**src/rtl/branch_target_table_pkg.sv**
```systemverilog
// Shared definitions for the branch target table: default widths and the
// clear-sweep FSM state type.
package branch_target_table_pkg;

    localparam int BTT_D = 10;
    localparam int BTT_A = 4;

    typedef enum logic {
        IDLE  = 1'b0,
        CLEAR = 1'b1
    } btt_state_e;

endpackage

```
**src/rtl/branch_target_table_if.sv**
```systemverilog
// Lookup, programming and clear signals of the branch target table, bundled
// so the table and its user agree on one port list.
interface branch_target_table_if
    import branch_target_table_pkg::*;
#(
    parameter int D = BTT_D,
    parameter int A = BTT_A
) ();

    logic         rd_en;
    logic [A-1:0] rd_addr;
    logic [D-1:0] pc;
    logic         rd_valid;
    logic [D-1:0] target;
    logic         hit;
    logic         wr_en;
    logic [A-1:0] wr_addr;
    logic [D-1:0] wr_data;
    logic         wr_rel;
    logic         clr;
    logic         busy;

    modport master (
        output rd_en, rd_addr, pc, wr_en, wr_addr, wr_data, wr_rel, clr,
        input  rd_valid, target, hit, busy
    );

    modport slave (
        input  rd_en, rd_addr, pc, wr_en, wr_addr, wr_data, wr_rel, clr,
        output rd_valid, target, hit, busy
    );

endinterface

```
**src/rtl/branch_target_table_target_calc.sv**
```systemverilog
// Resolves one table entry against the current PC: absolute, PC-relative or
// fall-through when the entry is not valid.
module btt_target_calc
    import branch_target_table_pkg::*;
#(
    parameter int D = BTT_D
) (
    input  logic         i_valid,
    input  logic         i_rel,
    input  logic [D-1:0] i_data,
    input  logic [D-1:0] i_pc,
    output logic [D-1:0] o_target,
    output logic         o_hit
);

    // Adding at width D gives the two's-complement offset its sign for free
    // and makes wrap-around silent.
    always_comb begin
        o_hit    = i_valid;
        o_target = i_pc + D'(1);
        if (i_valid) begin
            o_target = i_rel ? (i_pc + i_data) : i_data;
        end
    end

endmodule

```
**src/rtl/branch_target_table.sv**
```systemverilog
// Branch target table: one-cycle lookups with write-first forwarding and a
// one-entry-per-cycle clear sweep that blocks programming while it runs.
module branch_target_table
    import branch_target_table_pkg::*;
#(
    parameter int D = BTT_D,
    parameter int A = BTT_A
) (
    input logic                 clk,
    input logic                 reset,
    branch_target_table_if.slave bus
);

    localparam int DEPTH = 2**A;

    btt_state_e   r_state;
    btt_state_e   w_state_next;
    logic [A-1:0] r_count;
    logic [A-1:0] w_count_next;

    logic [DEPTH-1:0] r_valid;
    logic [DEPTH-1:0] r_rel;
    logic [D-1:0]     r_data [DEPTH];

    logic         r_rd_valid;
    logic         r_hit;
    logic [D-1:0] r_target;

    logic         w_wr_accept;
    logic         w_fwd;
    logic         w_ent_valid;
    logic         w_ent_rel;
    logic [D-1:0] w_ent_data;
    logic [D-1:0] w_calc_target;
    logic         w_calc_hit;

    always_ff @(posedge clk or posedge reset) begin
        if (reset) begin
            r_state <= IDLE;
            r_count <= '0;
        end else begin
            r_state <= w_state_next;
            r_count <= w_count_next;
        end
    end

    // The sweep ends on the last entry rather than wrapping the counter.
    always_comb begin
        w_state_next = r_state;
        w_count_next = r_count;
        case (r_state)
            IDLE: begin
                if (bus.clr) begin
                    w_state_next = CLEAR;
                    w_count_next = '0;
                end
            end
            CLEAR: begin
                if (r_count == A'(DEPTH - 1)) begin
                    w_state_next = IDLE;
                    w_count_next = '0;
                end else begin
                    w_count_next = r_count + A'(1);
                end
            end
            default: begin
                w_state_next = IDLE;
                w_count_next = '0;
            end
        endcase
    end

    assign w_wr_accept = (r_state == IDLE) && bus.wr_en && !bus.clr;
    assign w_fwd       = w_wr_accept && (bus.wr_addr == bus.rd_addr);

    always_ff @(posedge clk or posedge reset) begin
        if (reset) begin
            r_valid <= '0;
        end else if (r_state == CLEAR) begin
            r_valid[r_count] <= 1'b0;
        end else if (w_wr_accept) begin
            r_valid[bus.wr_addr] <= 1'b1;
        end
    end

    // Payload is never exposed while its valid bit is low, so it needs no reset.
    always_ff @(posedge clk) begin
        if (r_state == CLEAR) begin
            r_data[r_count] <= '0;
            r_rel[r_count]  <= 1'b0;
        end else if (w_wr_accept) begin
            r_data[bus.wr_addr] <= bus.wr_data;
            r_rel[bus.wr_addr]  <= bus.wr_rel;
        end
    end

    always_comb begin
        w_ent_valid = r_valid[bus.rd_addr];
        w_ent_rel   = r_rel[bus.rd_addr];
        w_ent_data  = r_data[bus.rd_addr];
        if (w_fwd) begin
            w_ent_valid = 1'b1;
            w_ent_rel   = bus.wr_rel;
            w_ent_data  = bus.wr_data;
        end
        if (r_state == CLEAR) begin
            w_ent_valid = 1'b0;
        end
    end

    btt_target_calc #(.D(D)) u_calc (
        .i_valid  (w_ent_valid),
        .i_rel    (w_ent_rel),
        .i_data   (w_ent_data),
        .i_pc     (bus.pc),
        .o_target (w_calc_target),
        .o_hit    (w_calc_hit)
    );

    always_ff @(posedge clk or posedge reset) begin
        if (reset) begin
            r_rd_valid <= 1'b0;
            r_hit      <= 1'b0;
            r_target   <= '0;
        end else begin
            r_rd_valid <= bus.rd_en;
            if (bus.rd_en) begin
                r_hit    <= w_calc_hit;
                r_target <= w_calc_target;
            end
        end
    end

    assign bus.rd_valid = r_rd_valid;
    assign bus.hit      = r_hit;
    assign bus.target   = r_target;
    assign bus.busy     = (r_state == CLEAR);

endmodule

```
**src/flat_wrapper.sv**
```systemverilog
// flat-port wrapper written by rule: the top's interface ports become plain ports
module branch_target_table_flat import branch_target_table_pkg::*;
#(
    parameter int D = BTT_D,
    parameter int A = BTT_A
)
  (clk, reset, bus_rd_en, bus_rd_addr, bus_pc, bus_wr_en, bus_wr_addr, bus_wr_data, bus_wr_rel, bus_clr, bus_rd_valid, bus_target, bus_hit, bus_busy);
  branch_target_table_if #(.D(D), .A(A)) bus_i ();
  input logic clk;
  input logic reset;
  input wire logic [$bits(bus_i.rd_en)-1:0] bus_rd_en;
  input wire logic [$bits(bus_i.rd_addr)-1:0] bus_rd_addr;
  input wire logic [$bits(bus_i.pc)-1:0] bus_pc;
  input wire logic [$bits(bus_i.wr_en)-1:0] bus_wr_en;
  input wire logic [$bits(bus_i.wr_addr)-1:0] bus_wr_addr;
  input wire logic [$bits(bus_i.wr_data)-1:0] bus_wr_data;
  input wire logic [$bits(bus_i.wr_rel)-1:0] bus_wr_rel;
  input wire logic [$bits(bus_i.clr)-1:0] bus_clr;
  output wire logic [$bits(bus_i.rd_valid)-1:0] bus_rd_valid;
  output wire logic [$bits(bus_i.target)-1:0] bus_target;
  output wire logic [$bits(bus_i.hit)-1:0] bus_hit;
  output wire logic [$bits(bus_i.busy)-1:0] bus_busy;
  assign bus_i.rd_en = bus_rd_en;
  assign bus_i.rd_addr = bus_rd_addr;
  assign bus_i.pc = bus_pc;
  assign bus_i.wr_en = bus_wr_en;
  assign bus_i.wr_addr = bus_wr_addr;
  assign bus_i.wr_data = bus_wr_data;
  assign bus_i.wr_rel = bus_wr_rel;
  assign bus_i.clr = bus_clr;
  assign bus_rd_valid = bus_i.rd_valid;
  assign bus_target = bus_i.target;
  assign bus_hit = bus_i.hit;
  assign bus_busy = bus_i.busy;
  branch_target_table #(.D(D), .A(A)) u_core (.clk(clk), .reset(reset), .bus(bus_i));
endmodule
```
**config.mk**
```make
export PLATFORM = sky130hd
export DESIGN_NAME = branch_target_table_flat
export DESIGN_NICKNAME = d
export VERILOG_FILES = /design/src/rtl/branch_target_table_pkg.sv /design/src/rtl/branch_target_table_if.sv /design/src/rtl/branch_target_table_target_calc.sv /design/src/rtl/branch_target_table.sv /design/src/flat_wrapper.sv
export SDC_FILE = /design/constraint.sdc
export NUM_CORES = 1
export LEC_CHECK = 0
export ABC_AREA = 0
export BUFFER_PORTS_ARGS = -buffer_cell sky130_fd_sc_hd__buf_4
export CELL_PAD_IN_SITES_DETAIL_PLACEMENT = 1
export CELL_PAD_IN_SITES_GLOBAL_PLACEMENT = 2
export CORE_UTILIZATION = 40
export DETAILED_ROUTE_END_ITERATION = 7
export GPL_TIMING_DRIVEN = 0
export PLACE_DENSITY = 0.78
export SKIP_LAST_GASP = 1
export SYNTH_ARGS = -nofsm -noshare
export SYNTH_HDL_FRONTEND = slang
export SYNTH_SLANG_ARGS = --single-unit
```
**constraint.sdc**
```tcl
create_clock -name clk -period 3.7 [get_ports clk]
set_clock_uncertainty 0.15 [all_clocks]
set_input_delay 0 -clock clk [delete_from_list [all_inputs] [get_ports clk]]
set_output_delay 0 -clock clk [all_outputs]
set_load 0.005 [all_outputs]
```
==> impl_metrics.env <==
export IMPL_dp_cells=977
export IMPL_antenna_found_initial=0
export IMPL_fin_crit_sh=0.987
export IMPL_worstPathRequired_ns=3.96
export IMPL_port_buffers=42
export IMPL_dr_pass1_iters=6
export IMPL_cts_sinks=209
export IMPL_initialDrtViolationCount=474
export IMPL_syn_num_nets=665
export IMPL_layout_nets=777
export IMPL_finalSetupTns_ns=0
export IMPL_synthAdderAreaFrac=0.0201
export IMPL_p_int_mw=4.89
export IMPL_power_density_nw_per_um2=608
export IMPL_post_synth_and_or_nand_nor_area_fraction=0.0728
export IMPL_synth_xor_area_frac=0.0180
export IMPL_instances_no_fill=1061
export IMPL_cts_tree="built"
export IMPL_peakVddDrop_mv=0.337
export IMPL_synth_compound_area_frac=0.0768
export IMPL_critPathMaxFanout=3
export IMPL_drv_cap=0
export IMPL_clock_path_buffers=3
export IMPL_relSlewSlack=0.0338
export IMPL_clk_latency_ns=0.51
export IMPL_postRouteWirelength_mm=27.4
export IMPL_ys_warn_count=0
export IMPL_cts_made_buffers=23
export IMPL_grt_pass1_wl_mm=40.6
export IMPL_power_total_mw=7.05
export IMPL_muxShareOfSynthArea=0.160
export IMPL_io_pins=47
export IMPL_gp_congestion=0.864
export IMPL_min_path_type="in2reg"
export IMPL_p_switching_mw=2.15
export IMPL_vias=6236
export IMPL_area_growth_syn_to_layout_pct=19.4
export IMPL_overflow=0
export IMPL_die_area_um2=24900
export IMPL_wl_per_cell_um=25.8
export IMPL_violations="negative hold slack"
export IMPL_ys_seq_elements=209
export IMPL_syn_inst=616
export IMPL_clkTransAtPathRegs_ns=0.06
export IMPL_async_reset_ff_frac=0.158
export IMPL_max_freq_mhz=274
export IMPL_die_height_um=158
export IMPL_start_util=0.411
export IMPL_crit_type="reg2reg"
export IMPL_critPathCaptureType="register"
export IMPL_period_needed_ns=3.65
export IMPL_arrival_ns=3.91
export IMPL_p_seq_frac=0.458
export IMPL_grt_total_usage=0.226
export IMPL_netlist_cell_type_count=56
export IMPL_die_w_um=158
export IMPL_yosysSeqAreaShare=0.629
export IMPL_p_leak_nw=4.23
export IMPL_synthFlopType="edfxtp_1"
export IMPL_clock_power_share=0.287
export IMPL_synth_enable_flop_cells=176
export IMPL_slew_viol_final=0
export IMPL_cts_root_buffer="clkbuf_16"
export IMPL_postSynthAreaPerCell_um2=15.8
export IMPL_power_frac_comb=0.256
export IMPL_dp_hpwl_mm=18.2
export IMPL_grt_pass1_vias=6632
export IMPL_drive_gt1_frac=0.249
export IMPL_grt_max_degree=34
export IMPL_synth_top_family_by_area="multiplexers"
export IMPL_fin_util=0.491
export IMPL_htree_num_levels=1
export IMPL_setup_violations_final=0
export IMPL_grt_setup_unrepaired="true"
export IMPL_post_synth_instance_area_um2=9710
export IMPL_setup_worst_path_start_class="register"
export IMPL_ant_nets=0
export IMPL_vias_per_cell=5.88
export IMPL_drc=0
export IMPL_rows=56
export IMPL_n_antenna_cell=0
export IMPL_core_um2=23600
export IMPL_hold_violations=1
export IMPL_netSwitchingFraction=0.306
export IMPL_status="finished, violations left"
export IMPL_worst_slew_pin_slew_ns=1.44
export IMPL_hold_ws_ns=-0.0142
power by group through the flow:
stage	registers, mW	clock network, mW	logic (mW)
CTS	3.23	2.05	1.76
global route	3.26	2.11	1.92
finish	3.23	2.02	1.80
floorplan	3.19	0	1.12
global placement	3.23	0	1.62
detailed placement	3.27	0	1.69
state kept, by name (all words and copies together), names as in the netlist:
| signal | cells |
|---|---|
| u_core.bus.busy | 1 |
| u_core.bus.hit | 1 |
| u_core.bus.rd_valid | 1 |
| u_core.bus.target | 10 |
| u_core.r_count | 4 |
| u_core.r_data | 160 |
| u_core.r_rel | 16 |
| u_core.r_valid | 16 |
layout make-up:
class	instances	area, um^2
fill	2343	12000
sequential	209	6110
multi-input combinational	364	3430
timing repair buffer	88	772
clock buffer	26	587
tap	319	399
buffer	34	196
clock inverter	13	61.3
inverter	8	30.0
Yosys cell counts (11+ instances only):
| library cell | count | area (um^2) |
|---|---|---|
| mux4_2 | 48 | 1080 |
| a31oi_1 | 15 | 93.8 |
| clkbuf_1 | 14 | 52.6 |
| and3_1 | 13 | 81.3 |
| a32o_1 | 16 | 160 |
| nor2_1 | 45 | 169 |
| mux2i_1 | 19 | 190 |
| or2_2 | 12 | 75.1 |
| o21ai_0 | 11 | 55.1 |
| nand2_1 | 38 | 143 |
| nor2b_1 | 11 | 68.8 |
| ha_1 | 14 | 175 |
| dfrtp_1 | 33 | 826 |
| edfxtp_1 | 176 | 5290 |
cells by family after synthesis:
family                     after synthesis
AOI/OAI and AO/OA                       98
and+or+nand+nor                        147
adders and majority gates               15
xor gates and xnor gates                20
buffers and inverters                   43
muxes                                   84
DFF                                    209
per-stage QoR:
step,worst slack [ns],instance area (um^2)
floorplan,0.0446,9710
global placement,-0.876,10400
detailed placement,-1.01,10400
CTS,0.0212,11500
global route,-0.139,11600
finish,0.0488,11600
what timing repair did:
action | in CTS | in global routing
pin swaps | 3 | 3
hold endpoints to repair | 178 | 0
resized for setup | 13 | 8
endpoints found under the setup margin | 31 | 2
buffers inserted | 2 | 0
hold buffers | 43 | 0
critical path: stages (launching register included):
cell and delay, ns:
edfxtp_1 0.39, mux4_2 0.47, mux4_2 0.48, mux2_2 0.30
ha_2 0.21, fa_2 0.37, a21oi_2 0.17, o211ai_1 0.17
a2111oi_2 0.38, or3_1 0.16, xor2_1 0.06, o311ai_1 0.22
worst paths after layout:
check / slack, ns / end / cells past startpoint / start
setup / recovery: 0.05 / u_core.bus.target[8]$_DFFE_PP0P_ / 11 / u_core.r_data[14][0]$_DFFE_PP_
hold / removal: -0.01 / u_core.bus.target[8]$_DFFE_PP0P_ / 5 / bus_wr_rel
setup reg to reg: 0.05 / u_core.bus.target[8]$_DFFE_PP0P_ / 11 / u_core.r_data[14][0]$_DFFE_PP_
hold reg to reg: 0.33 / u_core.bus.hit$_DFFE_PP0P_ / 1 / u_core.bus.hit$_DFFE_PP0P_
max in group asynchronous: 2.89 / u_core.bus.busy$_DFF_PP0_ / 3 / reset
min in group asynchronous: 0.02 / u_core.r_count[0]$_DFFE_PP0P_ / 3 / reset
per-layer routing:
layer / routed length [um] / vias up / GRT usage
met3: 1560 / 48 / 0.0350
li1: - / 2679 / -
met5: 0 / - / 0
met2: 13500 / 218 / 0.387
met4: 483 / 0 / 0.0596
met1: 11800 / 3291 / 0.299
cells in the final DEF (no fill, tap or decap), types with 12 or more instances in the layout:
| cell | netlist | final |
|---|---|---|
| edfxtp_1 | 176 | 176 |
| buf_4 | 8 | 52 |
| mux4_2 | 48 | 48 |
| dlygate4sd3_1 | 0 | 43 |
| nor2_1 | 45 | 40 |
| nand2_1 | 38 | 37 |
| dfrtp_1 | 33 | 32 |
| clkbuf_16 | 0 | 23 |
| mux2i_1 | 19 | 19 |
| a32o_1 | 16 | 16 |
| clkbuf_1 | 14 | 15 |
| a31oi_1 | 15 | 15 |
| and3_1 | 13 | 13 |
| or2_2 | 12 | 12 |
| ha_1 | 14 | 12 |
Note: power is estimated with default switching activity, not from simulation.
